--- config.mk ---
export PLATFORM = sky130hd
export DESIGN_NAME = seq_divider
export DESIGN_NICKNAME = d
export VERILOG_FILES = /design/src/rtl/seq_divider.sv
export SDC_FILE = /design/constraint.sdc
export NUM_CORES = 1
export LEC_CHECK = 0
export ABC_AREA = 1
export ABC_CLOCK_PERIOD_IN_PS = 2200
export CORE_MARGIN = 2
export CORE_UTILIZATION = 54
export CTS_BUF_LIST = sky130_fd_sc_hd__clkbuf_8
export DETAILED_ROUTE_END_ITERATION = 10
export PLACE_DENSITY = 0.78
export SYNTH_ARGS = -nofsm -noshare
export SYNTH_HDL_FRONTEND = slang
export SYNTH_SLANG_ARGS = --single-unit
--- constraint.sdc ---
create_clock -name clk -period 2.2 [get_ports clk]
set_input_delay 0.55 -clock clk [delete_from_list [all_inputs] [get_ports clk]]
set_output_delay 0.55 -clock clk [all_outputs]
set_load 0.03 [all_outputs]
--- src/rtl/seq_divider.sv ---
// seq_divider: iterative signed divider, one non-restoring radix-2 step per clock, start/done handshake.
// Optional SEQ_DIV_DBZ_FLAG_EN adds a divide-by-zero flag port dbz.
module seq_divider #(
   parameter int WIDTH = 8
) (
   input  logic             clk,
   input  logic             rst_n,
   input  logic             start,
   input  logic [WIDTH-1:0] dividend,
   input  logic [WIDTH-1:0] divisor,
   output logic             busy,
   output logic             done,
   output logic [WIDTH-1:0] quotient,
   output logic [WIDTH-1:0] remainder
`ifdef SEQ_DIV_DBZ_FLAG_EN
   ,output logic            dbz
`endif
);
   localparam int CW = $clog2(WIDTH);
   typedef enum logic [2:0] {IDLE, PREP, ITER, FIX, DONE} state_t;
   state_t state;
   logic [WIDTH-1:0] a, b, q;
   logic [WIDTH:0] r, d, r_sh, r_nx, r_fx;
   logic [CW-1:0] cnt;
   logic sa, sb, dz;
   always_comb begin
      sa = a[WIDTH-1];
      sb = b[WIDTH-1];
      dz = b == '0;
      r_sh = {r[WIDTH-1:0], q[WIDTH-1]};
      r_nx = r[WIDTH] ? r_sh + d : r_sh - d;
      r_fx = r[WIDTH] ? r + d : r;
   end
   always_ff @(posedge clk or negedge rst_n) begin
      if (!rst_n) begin
         state <= IDLE;
         busy <= 1'b0;
         done <= 1'b0;
         quotient <= '0;
         remainder <= '0;
         a <= '0;
         b <= '0;
         q <= '0;
         r <= '0;
         d <= '0;
         cnt <= '0;
`ifdef SEQ_DIV_DBZ_FLAG_EN
         dbz <= 1'b0;
`endif
      end else begin
         case (state)
            IDLE, DONE: begin
               done <= 1'b0;
               busy <= start;
               state <= start ? PREP : IDLE;
               if (start) begin
                  a <= dividend;
                  b <= divisor;
               end
            end
            PREP: begin
               q <= sa ? -a : a;
               d <= {1'b0, sb ? -b : b};
               r <= '0;
               cnt <= CW'(WIDTH - 1);
               state <= ITER;
            end
            ITER: begin
               r <= r_nx;
               q <= {q[WIDTH-2:0], ~r_nx[WIDTH]};
               cnt <= cnt - CW'(1);
               state <= cnt == '0 ? FIX : ITER;
            end
            FIX: begin
               // magnitude division wraps -2^(W-1)/-1 naturally; only /0 needs an override
               quotient <= dz ? '1 : (sa ^ sb ? -q : q);
               remainder <= dz ? a : (sa ? -r_fx[WIDTH-1:0] : r_fx[WIDTH-1:0]);
`ifdef SEQ_DIV_DBZ_FLAG_EN
               dbz <= dz;
`endif
               done <= 1'b1;
               state <= DONE;
            end
            default: state <= IDLE;
         endcase
      end
   end
endmodule

==> flow_summary.ini, run 1 <==
[outcome]
status = finished with violations
violations = setup timing

[critical_path]
worstSetupEndpointType = flop
ff2ff_setup_slack_ns = -0.18
crit_slowest_cell = dfrtp_1
r2r-end = r[8]$_DFFE_PN0P_
crit_family = compound AO/OA/AOI/OAI gates
cp_cell_sequence = inv_2, ha_4, nand2_2, nor2_4, nor2_2, xor2_2, ha_1, a21oi_1, o21ai_2, a21oi_2, xor2_1, inv_1, nand2_1, o21ai_1
required_ns = 2.44
worstSetupStartpointType = flop
cp_max_fo = 3
rr_worst_depth = 14
critical_path.max_stage_delay_ns = 0.41
worstPathArrival_ns = 2.62
crit_buf_inv = 2
r2r-start = d[0]$_DFFE_PN0P_
path_class = reg -> reg

[sta]
finalSetupTns_ns = -0.4410
final_hold_viol_count = 0
setup_slack_ns = -0.1825
clock_skew_ns = 0.004779
finalSetupViolations = 4
timing.final.crit_share_pct = 108.3
slew-limit-headroom_pct = 60.50
min_period_ns = 2.382
rsz0062_at_grt = true
final_max_slew_viol_count = 0
max_freq_ghz = 0.4197
tightest_slew_ns = 0.5911

[synth]
synth_seq_cells = 65
netlist_instances = 525
synthesis.area_sq_um = 4085
synth_area_per_cell_sq_um = 7.781
yosysTopAreaCellShare_pct = 39.82
synth.area.top_cells = dfrtp_1 (40%), nand2_1 (12%), ha_1 (6.7%), inv_1 (5.9%), nor2_1 (4.3%)
synth_nets = 568
yosysMostFrequentCell = nand2_1
yosysSeqAreaShare_pct = 39.82
yosys_most_used_dff = dfrtp_1
synthArstFlopShare_pct = 100.0
synth_top_area_cell = dfrtp_1
synth.distinct_cells = 35
yosys_warnings = 0
synth_edf_count = 0
synthTopCellsByCount = nand2_1 (127), dfrtp_1 (65), inv_1 (64)

[clock_tree]
cts_made_buffers = 9
htree_levels = 3
cts-root-buf = clkbuf_8
tritoncts = done
clk_latency_ns = 0.35
cts_buffer_depth = 2
path_clk_slew_ns = 0.07
cts_sinks = 65
hold_buffers = 0

[routing]
wire_per_inst_microns = 15.53
drc = 0
via_count = 3925
antenna_left = 0
drt_wl_total_microns = 10870
firstDrtPassIters = 5
drt-vias-per-instance = 5.607
drtIter0Drc = 264

[final_layout]
post-route-util_pct = 71.00
nNetsFinal = 639
diodes = 0
layout-drive-gt1-share_pct = 19.47
stdcell_count = 700
area_delta_synth_final_pct = 26.74

[floorplan]
rows = 31
start_util_pct = 56.02
core_sq_um = 7292
die_w_microns = 90.98
dieArea_sq_um = 8276
die-height_microns = 90.98
io_pins = 37

[global_routing]
antenna_found_initial = 0
grt_pass1_vias = 3739
grt_pass1_wl_microns = 17660
grt_max_degree = 36
grt.overflow.total = 0
grtUsageTotal_pct = 26.90

[min_path]
hp-class = in -> async

[placed_design]
placed_cells = 674
place_ws_ns = -0.1272
place_congestion = 0.9489
port-buffer-count = 36
hpwl_microns = 7495

[flow_run]
maxCapViolations = 0
==> sequential cells by signal, summed over array words and instances, names as in the netlist <==
name,flops
a,8
b,8
busy,1
cnt,3
d,8
done,1
q,8
quotient,8
r,9
remainder,8
state,3
==> layout make-up <==
cell class	instances	area, sq um
repair buffers	75	668.1
inverters	70	262.8
clock inverters	6	58.81
clock buffers	10	137.6
flip-flops and latches	65	1627
fillers	598	2115
well taps	99	123.9
multi-input cells	375	2300
==> worst max path at each step <==
stage                     cells after the start                        to             start
final                                        14          r[8]$_DFFE_PN0P_  d[0]$_DFFE_PN0P_
after global routing                         15          q[0]$_DFFE_PN0P_  d[0]$_DFFE_PN0P_
after CTS                                    13  remainder[6]$_DFFE_PN0P_  d[0]$_DFFE_PN0P_
after detailed placement                     14          r[6]$_DFFE_PN0P_  d[0]$_DFFE_PN0P_
after global placement                       15          q[0]$_DFFE_PN0P_  d[0]$_DFFE_PN0P_
after floorplan                              15          q[0]$_DFFE_PN0P_  d[1]$_DFFE_PN0P_
==> stage by stage <==
stage	instance area (sq um)	hold WS (ns)
after CTS	5007	0.1895
final	5177	0.1762
after floorplan	4088	0.2544
after detailed placement	4722	0.4650
after global placement	4722	0.4588
after global routing	5177	0.2108
==> placed cells by master, fill, tap and decap left out, drive strengths merged, types with 6 or more instances in the layout <==
master,Yosys,final
a21oi,32,32
a31oi,7,7
buf,8,40
clkbuf,7,10
clkdlybuf4s50,0,35
dfrtp,65,65
ha,22,22
inv,70,71
mux2,6,6
nand2,127,127
nand3,27,27
nor2,49,49
nor3,11,11
o21ai,39,39
o221ai,7,7
xor2,18,18
==> cell families after synthesis <==
family / after synthesis / share of synthesized area (%)
compound gates: 102 / 14.43
xor+xnor: 23 / 5.115
fa+ha+maj: 24 / 7.718
buf+inv: 85 / 8.270
flops: 65 / 39.82
mux: 6 / 1.654
simple gates: 220 / 23.00
==> what timing repair did <==
item,4_1_cts,5_1_grt
endpoints found under the setup margin,5,12
setup buffers,6,4
resized for setup,13,37
endpoints found under the hold margin,0,0
gates cloned,0,0
pin swaps,9,21
==> routing by layer <==
layer | routed length [microns] | GRT usage, % | share of wire (%)
met1 | 4708 | 35.49 | 43
met2 | 5233 | 43.77 | 48
met3 | 614 | 4.315 | 5.6
met4 | 316 | 12.12 | 2.9
met5 | 0 | 0 | 0
Power of run 1 is left out: the tool's default activity adds up to more than one toggle a clock period on the data nets, which glitch-free logic cannot reach.
==> run 2, diff against run 1 <==
--- a/config.mk
+++ b/config.mk
@@ -8,10 +8,10 @@
 export ABC_AREA = 1
 export ABC_CLOCK_PERIOD_IN_PS = 2200
 export CORE_MARGIN = 2
-export CORE_UTILIZATION = 54
+export CORE_UTILIZATION = 32
 export CTS_BUF_LIST = sky130_fd_sc_hd__clkbuf_8
 export DETAILED_ROUTE_END_ITERATION = 10
-export PLACE_DENSITY = 0.78
+export PLACE_DENSITY = 0.5
 export SYNTH_ARGS = -nofsm -noshare
 export SYNTH_HDL_FRONTEND = slang
 export SYNTH_SLANG_ARGS = --single-unit
==> flow_summary.ini, run 2 (same netlist as run 1, synthesis figures left out) <==
[outcome]
status = finished with violations
violations = setup timing

[critical_path]
crit_buf_inv = 5
worstSetupStartpointType = flop
path_class = reg -> reg
path_common_cell = inv_2
rr_worst_depth = 15
critical_path.max_stage_delay_ns = 0.40
r2r-start = d[0]$_DFFE_PN0P_
crit_path_end = r[6]$_DFFE_PN0P_
required_ns = 2.42
ff2ff_setup_slack_ns = -0.05
worstPathArrival_ns = 2.47
cp_num_cells = 15
cp_max_fo = 3
cp_cell_sequence = inv_2, ha_4, inv_2, o21ai_2, inv_2, fa_2, inv_2, a21oi_2, o21ai_2, buf_4, nand2_4, a21oi_2, o21ai_1, nand2_1, o21ai_1
worstSetupEndpointType = flop
cp-startpoint = d[0]$_DFFE_PN0P_
r2r-end = r[6]$_DFFE_PN0P_
crit_slowest_cell = dfrtp_1
crit_family = adder cells

[final_layout]
regMostFlops = r
area_delta_synth_final_pct = 29.68
diodes = 0
final_cell_mix = nand2_1 (122), dfrtp_1 (64), inv_1 (59), nor2_1 (42), buf_4 (37)
nNetsFinal = 642
largest_reg_flops = 9
final_common_cell = nand2_1
stdcell_count = 776
layout-drive-gt1-share_pct = 19.70

[sta]
tightest_slew_ns = 0.6467
min_period_ns = 2.249
finalSetupViolations = 1
final_max_slew_viol_count = 0
timing.final.crit_share_pct = 102.2
clock_skew_ns = 0.01330
setup_slack_ns = -0.04863
final_hold_viol_count = 0
max_freq_ghz = 0.4447
hold-worst-slack_ns = 0.2237
rsz0062_at_grt = true
slew-limit-headroom_pct = 56.88

[global_routing]
grt_use_met2_pct = 26.74
grt_max_degree = 29
grtUsageTotal_pct = 17.23
grt_use_met1_pct = 24.27
grt_pass1_vias = 3742
grt-busiest-layer = met2
grt_pass1_wl_microns = 18240
use_met3_pct = 2.884
antenna_found_initial = 0
grt.overflow.total = 0

[power_and_ir_drop]
p_total_uw = 9880
vdd_drop_max_mv = 0.5726
powerDensity_nw_per_um2 = 1865
p_leak_uw = 0.002552

[placed_design]
placed_cells = 754
place_ws_ns = -0.1424
hpwl_microns = 8420
port-buffer-count = 36
place_congestion = 0.9018

[routing]
firstDrtPassIters = 5
via_count = 3686
antenna_left = 0
drtIter0Drc = 177
drt_wl_total_microns = 10990
wire_per_inst_microns = 14.16
drc = 0
drt-vias-per-instance = 4.750

[floorplan]
die-height_microns = 117.0
start_util_pct = 32.64
dieArea_sq_um = 13690
rows = 41
io_pins = 37
die_w_microns = 117.0
core_sq_um = 12520

[clock_tree]
tritoncts = done
clk_latency_ns = 0.35
path_clk_slew_ns = 0.08
cts-root-buf = clkbuf_8
htree_levels = 3
cts_sinks = 65
cts_made_buffers = 9
cts_buffer_depth = 2
hold_buffers = 0

[flow_run]
maxCapViolations = 0

[min_path]
hp-class = in -> async
## run 2: stage by stage
| step | utilization [%] | TNS [ns] | instance area [sq um] |
|---|---|---|---|
| after floorplan | - | 0 | 4088 |
| after global placement | 39.07 | -0.2348 | 4891 |
| after detailed placement | 39.07 | -0.4125 | 4891 |
| after CTS | 41.22 | -0.09460 | 5160 |
| after global routing | 42.32 | -0.9802 | 5298 |
| final | 42.32 | -0.04863 | 5298 |
## run 2: timing repair
item | CTS | global route
buffers inserted | 2 | 4
setup endpoints to repair | 7 | 12
pin swaps | 13 | 21
hold endpoints to repair | 0 | 0
gates cloned | 0 | 0
resized for setup | 17 | 33
## run 2: power breakdown
part | switching, uW | internal (uW) | total (uW)
Sequential | 618 | 1760 | 2380
Clock | 499 | 556 | 1060
Combinational | 3640 | 2800 | 6440
Total | 4760 | 5120 | 9880
## run 2: worst min-delay path by stage
| stage | startpoint | endpoint | slack, ns | depth (start not counted) |
|---|---|---|---|---|
| floorplan | rst_n | a[0]$_DFFE_PN0P_ | 0.25 | 0 |
| global placement | remainder[7]$_DFFE_PN0P_ | remainder[7]$_DFFE_PN0P_ | 0.47 | 2 |
| detailed placement | remainder[7]$_DFFE_PN0P_ | remainder[7]$_DFFE_PN0P_ | 0.47 | 2 |
| CTS | rst_n | quotient[2]$_DFFE_PN0P_ | 0.23 | 1 |
| global route | rst_n | quotient[2]$_DFFE_PN0P_ | 0.26 | 1 |
| finish | rst_n | quotient[7]$_DFFE_PN0P_ | 0.22 | 1 |
## run 2: final cells by class
| class | count | area [sq um] |
|---|---|---|
| Fill cell | 1298 | 7219 |
| Multi-Input combinational cell | 375 | 2273 |
| Sequential cell | 65 | 1628 |
| Timing Repair Buffer | 78 | 715.7 |
| Inverter | 70 | 262.8 |
| Tap cell | 172 | 215.2 |
| Clock buffer | 10 | 137.6 |
| Clock inverter | 6 | 65.06 |
## run 2: layer usage
metal	routed length, microns	vias to the layer above
met4	197	0
met3	324	12
met2	5098	56
met1	5364	1739
li1	-	1879
met5	0	-
No activity file was read; power rests on OpenSTA's default activity.
==> run 3, diff against run 2 <==
--- a/config.mk
+++ b/config.mk
@@ -6,11 +6,12 @@
 export NUM_CORES = 1
 export LEC_CHECK = 0
 export ABC_AREA = 1
-export ABC_CLOCK_PERIOD_IN_PS = 2200
+export ABC_CLOCK_PERIOD_IN_PS = 2050
 export CORE_MARGIN = 2
 export CORE_UTILIZATION = 32
 export CTS_BUF_LIST = sky130_fd_sc_hd__clkbuf_8
 export DETAILED_ROUTE_END_ITERATION = 10
+export GPL_ROUTABILITY_DRIVEN = 0
 export PLACE_DENSITY = 0.5
 export SYNTH_ARGS = -nofsm -noshare
 export SYNTH_HDL_FRONTEND = slang
==> constraint.sdc (replaced) <==
create_clock -name clk -period 2.05 [get_ports clk]
set_input_delay 0.5125 -clock clk [delete_from_list [all_inputs] [get_ports clk]]
set_output_delay 0.5125 -clock clk [all_outputs]
set_load 0.03 [all_outputs]
==> flow_summary.ini, run 3 (same netlist as run 1, synthesis figures left out) <==
[placed_design]
placed_cells = 759
hpwl_microns = 8268
place_ws_ns = -0.2315
port-buffer-count = 36

[sta]
timing.final.crit_share_pct = 108.7
min_period_ns = 2.229
slew-limit-headroom_pct = 61.42
clock_skew_ns = 0.008740
final_max_slew_viol_count = 0
final_hold_viol_count = 0
tightest_slew_ns = 0.5787
finalSetupViolations = 12
rsz0062_at_grt = true
setup_slack_ns = -0.1785
max_freq_ghz = 0.4487
hold-worst-slack_ns = 0.1531

[critical_path]
required_ns = 2.29
critical_path.max_stage_delay_ns = 0.44
crit_family = adder cells
crit_slowest_cell = fa_2
worstSetupStartpointType = flop
cp_max_fo = 3
worstPathArrival_ns = 2.46
crit_buf_inv = 2
worstSetupEndpointType = flop
cp_cell_sequence = ha_4, fa_2, o21ai_4, ha_4, inv_2, nor2_1, nand2_1, buf_4, nand3_2, nand2_2, o21ai_2, nand2_1
path_class = reg -> reg

[outcome]
violations = setup timing
status = finished with violations

[global_routing]
grtUsageTotal_pct = 17.34
grt_pass1_wl_microns = 18290
antenna_found_initial = 0
grt.overflow.total = 0
grt_max_degree = 66
grt_pass1_vias = 3672

[floorplan]
die-height_microns = 117.0
dieArea_sq_um = 13690
core_sq_um = 12520
die_w_microns = 117.0
rows = 41
start_util_pct = 32.64
io_pins = 37

[final_layout]
area_delta_synth_final_pct = 32.22
diodes = 0
regMostFlops = r
final_common_cell = nand2_1
final_cell_mix = nand2_1 (119), dfrtp_1 (64), inv_1 (60), nor2_1 (42), buf_4 (42)
largest_reg_flops = 9
nNetsFinal = 648
stdcell_count = 780
fillers = 1326
layout-drive-gt1-share_pct = 22.04

[clock_tree]
htree_levels = 3
path_clk_slew_ns = 0.07
hold_buffers = 0
cts_made_buffers = 9
cts-root-buf = clkbuf_8
cts_sinks = 65
cts_buffer_depth = 2
clk_latency_ns = 0.35
tritoncts = done

[routing]
drc = 0
firstDrtPassIters = 4
drtIter0Drc = 155
drt-vias-per-instance = 4.686
wire_per_inst_microns = 13.92
drt_wl_total_microns = 10860
via_count = 3655
antenna_left = 0

[min_path]
hp-class = in -> async

[flow_run]
maxCapViolations = 0
[run 3: changes by cell type in the layout (fill, tap and decap cells not counted), moves of 2 or more]
cell,before,now
buf_4,37,42
ha_1,19,15
nand3_2,0,4
ha_4,2,5
nand2_1,122,119
nand2_2,4,7
nand3_1,26,23
o21ai_0,23,20
buf_6,2,4
[run 3: what timing repair did]
item,CTS,global route
setup endpoints to repair,14,14
buffers inserted,7,1
resized for setup,39,31
pin swaps,23,21
gates cloned,0,0
[run 3: area by class of cell]
type / count / area, sq um / share of cell area, %
clock buffer: 9 / 123.9 / 2.293
clock inverter: 5 / 51.30 / 0.9497
inverter: 70 / 262.8 / 4.864
multi-input combinational: 375 / 2365 / 43.78
sequential: 65 / 1628 / 30.14
tap: 172 / 215.2 / 3.984
timing repair buffer: 84 / 755.7 / 13.99
[run 3: worst paths after layout]
check	slack [ns]	to	startpoint	depth (start not counted)
setup / recovery	-0.18	remainder[4]$_DFFE_PN0P_	d[0]$_DFFE_PN0P_	12
hold / removal	0.15	remainder[4]$_DFFE_PN0P_	rst_n	2
setup reg to reg	-0.18	remainder[4]$_DFFE_PN0P_	d[0]$_DFFE_PN0P_	12
hold reg to reg	0.47	remainder[4]$_DFFE_PN0P_	remainder[4]$_DFFE_PN0P_	2
max in group asynchronous	1.55	d[3]$_DFFE_PN0P_	rst_n	2
min in group clk	0.47	remainder[4]$_DFFE_PN0P_	remainder[4]$_DFFE_PN0P_	2
[run 3: worst reg2reg max path, cell delays in order, from the launching register on]
cell     delay, ns
dfrtp_1       0.43
ha_4          0.19
fa_2          0.44
o21ai_4       0.21
ha_4          0.15
inv_2         0.03
nor2_1        0.09
nand2_1       0.10
buf_4         0.15
nand3_2       0.06
nand2_2       0.06
o21ai_2       0.14
nand2_1       0.06
[run 3: stage by stage]
step | area, sq um | utilization [%] | TNS, ns
after detailed placement | 4923 | 39.33 | -1.855
after floorplan | 4096 | - | -0.1641
after global placement | 4923 | 39.33 | -1.287
after CTS | 5279 | 42.17 | -1.229
after global routing | 5401 | 43.15 | -3.015
final | 5401 | 43.15 | -1.280
[run 3: metal layers]
metal | track usage [%] | part of all wire [%] | up-vias
met1 | 23.62 | 48 | 1705
met2 | 28.36 | 47 | 63
met4 | 4.471 | 1.2 | 0
li1 | - | - | 1877
met5 | 0 | 0 | -
met3 | 3.450 | 3.4 | 10
Power of run 3 is left out for the same reason.
==> RTL edit 1 (config.mk and constraints of run 2) <==
`WIDTH`: 8 -> 16.
--- a/src/rtl/seq_divider.sv
+++ b/src/rtl/seq_divider.sv
@@ -3,3 +3,3 @@
 module seq_divider #(
-   parameter int WIDTH = 8
+   parameter int WIDTH = 16
 ) (
Interface: changed (resized dividend, divisor, quotient and remainder); port bits go from 37 to 69. The function was not compared with the original's and may differ.
==> RTL edit 1 against run 2 <==
  * Synthesized area rose by 96%
  * Hold slack improved by 0.26 ns
  * Setup slack got worse by 0.63 ns
  * Largest cell class unchanged
  * Design area rose by 120%
  * Count of clock-buffer cells in the layout rose by 7
  * Critical path depth rose by 3
  * Sequential share of layout area fell by 4.3 points
  * Wire length rose by 130%
  * The flow still finishes with violations (setup timing)
  * Via count rose by 120%
  * Synthesized cell count rose by 110%
  * Sequential cell count rose by 57
Power is left out: the tool's default activity adds up to more than one toggle a clock period on the data nets, which glitch-free logic cannot reach.
==> RTL edit 1: results <==
[run_status]
outcome = "complete, but fails checks"
violations = "setup timing"

[timing]
hold_slack_ns = 0.4792
final-setup-viol-count = 28
worst_pin_slew_ns = 0.4633
final.setup.worst_slack_ns = -0.6832
setup_tns_ns = -11.28
finalClockSkew_ns = 0.01973

[setup_path]
crit_family = "simple AND/OR/NAND/NOR gates"
ff2ff_path_depth = 18
cp.arrival_ns = 3.23
cpMaxStageDelayCell = "or4_4"
max_stage_delay_ns = 0.45

[yosys]
muxShareOfSynthArea = 0.01404
synthTopCellsByArea = "dfrtp_1 (38%), nand2_1 (13%), ha_1 (5.8%), a21oi_1 (5.3%), inv_1 (5.1%)"
ys_seq_area_frac = 0.3807
syn_nets = 1170
synth-compound-area-share = 0.1442
synth_top_area_frac = 0.3807
ys_top_cells_by_count = "nand2_1 (282), dfrtp_1 (122), inv_1 (110), nor2_1 (106), a21oi_1 (85)"
synthCells = 1096
synth_cell_types = 46
synth_xor_area_frac = 0.06116

[routing]
routedWlPerCell_um = 15.29
routed_via_density = 4.836
vias = 8095
drtIter0Drc = 404
dr_wl_met2_mm = 11.57
drt-met1-wl_mm = 12.89
wl_met3_um = 714

[global_routing]
grt_max_degree = 59
grt_use_met1 = 0.2820
grt_first_pass_wirelength_mm = 40.37
grtUsageTotal = 0.1949
grt_pass1_vias = 7787
grt_use_met2 = 0.3031
met3_usage = 0.02988

[placed_design]
place_inst = 1598
place.gp.congestion = 0.8637
dp_slack_ns = -0.6877
port_buffers = 68
dp_hpwl_mm = 19.01
place_area_um2 = 10200

[worst_hold_path]
hold_path.class = "reg2reg"

[final_layout]
fillers = 2462
layout-drive-gt1-share = 0.2800
largest_register_ffs = 17
layout.nets = 1411
final_core_util = 0.4719

[clocking]
post_cts_buffers = 25
ctsResizeCount = 52
numCtsBuffers = 17
htreeDepth = 4
clk_latency_ns = 0.47
cts_hold_buf = 1
==> RTL edit 1: area by class of cell <==
| class | count | share of cell area |
|---|---|---|
| multi-input combinational | 818 | 0.4337 |
| sequential | 122 | 0.2645 |
| timing repair buffer | 259 | 0.1923 |
| inverter | 119 | 0.03913 |
| tap | 324 | 0.03512 |
| clock buffer | 17 | 0.02027 |
| clock inverter | 15 | 0.01507 |
==> RTL edit 1: final timing paths <==
path                                                start                        end  slack (ns)
worst min-delay path            remainder[12]$_DFFE_PN0P_  remainder[12]$_DFFE_PN0P_        0.48
worst min register to register  remainder[12]$_DFFE_PN0P_  remainder[12]$_DFFE_PN0P_        0.48
worst max register to register           d[2]$_DFFE_PN0P_           q[0]$_DFFE_PN0P_       -0.68
min in group asynchronous                           rst_n           b[9]$_DFFE_PN0P_        0.53
worst max-delay path                     d[2]$_DFFE_PN0P_           q[0]$_DFFE_PN0P_       -0.68
max in group asynchronous                           rst_n          a[14]$_DFFE_PN0P_        1.01
==> RTL edit 2 (flow settings as in run 2) <==
Made on the original files. Add an input register stage for `divisor`; this delays it by one clock. The other inputs are not delayed to match.
--- a/src/rtl/seq_divider.sv
+++ b/src/rtl/seq_divider.sv
@@ -20,2 +20,9 @@
    typedef enum logic [2:0] {IDLE, PREP, ITER, FIX, DONE} state_t;
+
+   logic [WIDTH-1:0] divisor_q;
+
+   always_ff @(posedge clk) begin
+      divisor_q <= divisor;
+   end
+
    state_t state;
@@ -57,3 +64,3 @@
                   a <= dividend;
-                  b <= divisor;
+                  b <= divisor_q;
                end
Function: same outputs for any inputs over 10 cycles, from zero or initial values and one cycle with rst_n low; that may be too few to reach the edited logic, so the function may still have changed.
==> RTL edit 2 against run 2 <==
  * The flow still finishes with violations (setup timing)
  * Design area rose by 1.9%
  * Synthesized area rose by 2.5%
  * Setup slack gained 0.016 ns
  * Sequential share of layout area increased by 2.4 points
  * First-iteration DRC count grew 34%
  * Total power up 0.43%
  * Sequential cell count increased by 8
  * Wire length shrank 1.1%
  * Critical path type unchanged
==> RTL edit 2: results <==
[global_routing]
grt_pass1_vias = 3646
grtUsageTotal = 0.1649
met3_usage = 0.03716
grt_max_degree = 47
grt_first_pass_wirelength_mm = 18.45
grt_use_met1 = 0.2286

[timing]
final-setup-viol-count = 2
finalClockSkew_ns = 0.006235
worst_pin_slew_ns = 0.4890
setup_tns_ns = -0.04825
hold_slack_ns = 0.1467
final.setup.worst_slack_ns = -0.03229

[final_layout]
finalInstanceArea_um2 = 5400
fillers = 1354
layout.nets = 646
largest_register_ffs = 9

[routing]
drt-met1-wl_mm = 5.285
vias = 3670
dr_wl_met2_mm = 4.991
routed_wl_mm = 10.87
routedWlPerCell_um = 13.93
wl_met3_um = 457
drtIter0Drc = 238

[pwr]
leakagePower_nw = 2.576
irDropWorstVdd_uv = 641.0
p_total_mw = 9.923
swShare = 0.4736

[yosys]
ys_top_cells_by_count = "nand2_1 (122), inv_1 (69), dfrtp_1 (65), nor2_1 (52), a21oi_1 (32)"
synth_fa_ha_area_frac = 0.07531
syn_nets = 570
synth_xor_area_frac = 0.04812
synth-compound-area-share = 0.1402
ys_seq_area_frac = 0.4268
synthArstFlopShare = 0.8904
muxShareOfSynthArea = 0.008069
synth_cell_types = 37
synthCells = 527
synthTopCellsByArea = "dfrtp_1 (39%), nand2_1 (11%), ha_1 (6.6%), inv_1 (6.2%), nor2_1 (4.7%)"

[placed_design]
dp_slack_ns = -0.1066
dp_hpwl_mm = 8.274
place.gp.congestion = 0.9594
place_area_um2 = 4986

[run_status]
violations = "setup timing"
outcome = "complete, but fails checks"

[clocking]
post_cts_buffers = 1

[setup_path]
reg2reg_to = "remainder[4]$_DFFE_PN0P_"
ff2ff_path_depth = 13
==> RTL edit 2: changes by cell type after synthesis, sizes merged, moves of 3 or more <==
cell | before | now
o21ai | 39 | 35
mux2 | 6 | 3
o22ai | 5 | 10
nand2 | 127 | 122
dfxtp | 0 | 8
nor2 | 49 | 54
==> RTL edit 2: critical path, stage by stage (launching register included) <==
cell,delay [ns]
dfrtp_1,0.40
buf_6,0.13
ha_4,0.15
fa_2,0.41
o21ai_2,0.16
ha_2,0.19
inv_2,0.03
nor2_1,0.09
nand3_1,0.10
nand2_1,0.09
xor2_1,0.14
nand2_1,0.06
o211ai_1,0.09
nand2_1,0.07
==> RTL edit 2: layout make-up <==
cell class                      count  share of cell area
Clock inverter                      7             0.01437
Timing Repair Buffer               78              0.1325
Inverter                           73             0.05120
Multi-Input combinational cell    368              0.4080
Tap cell                          172             0.03985
Sequential cell                    73              0.3311
Clock buffer                        9             0.02294
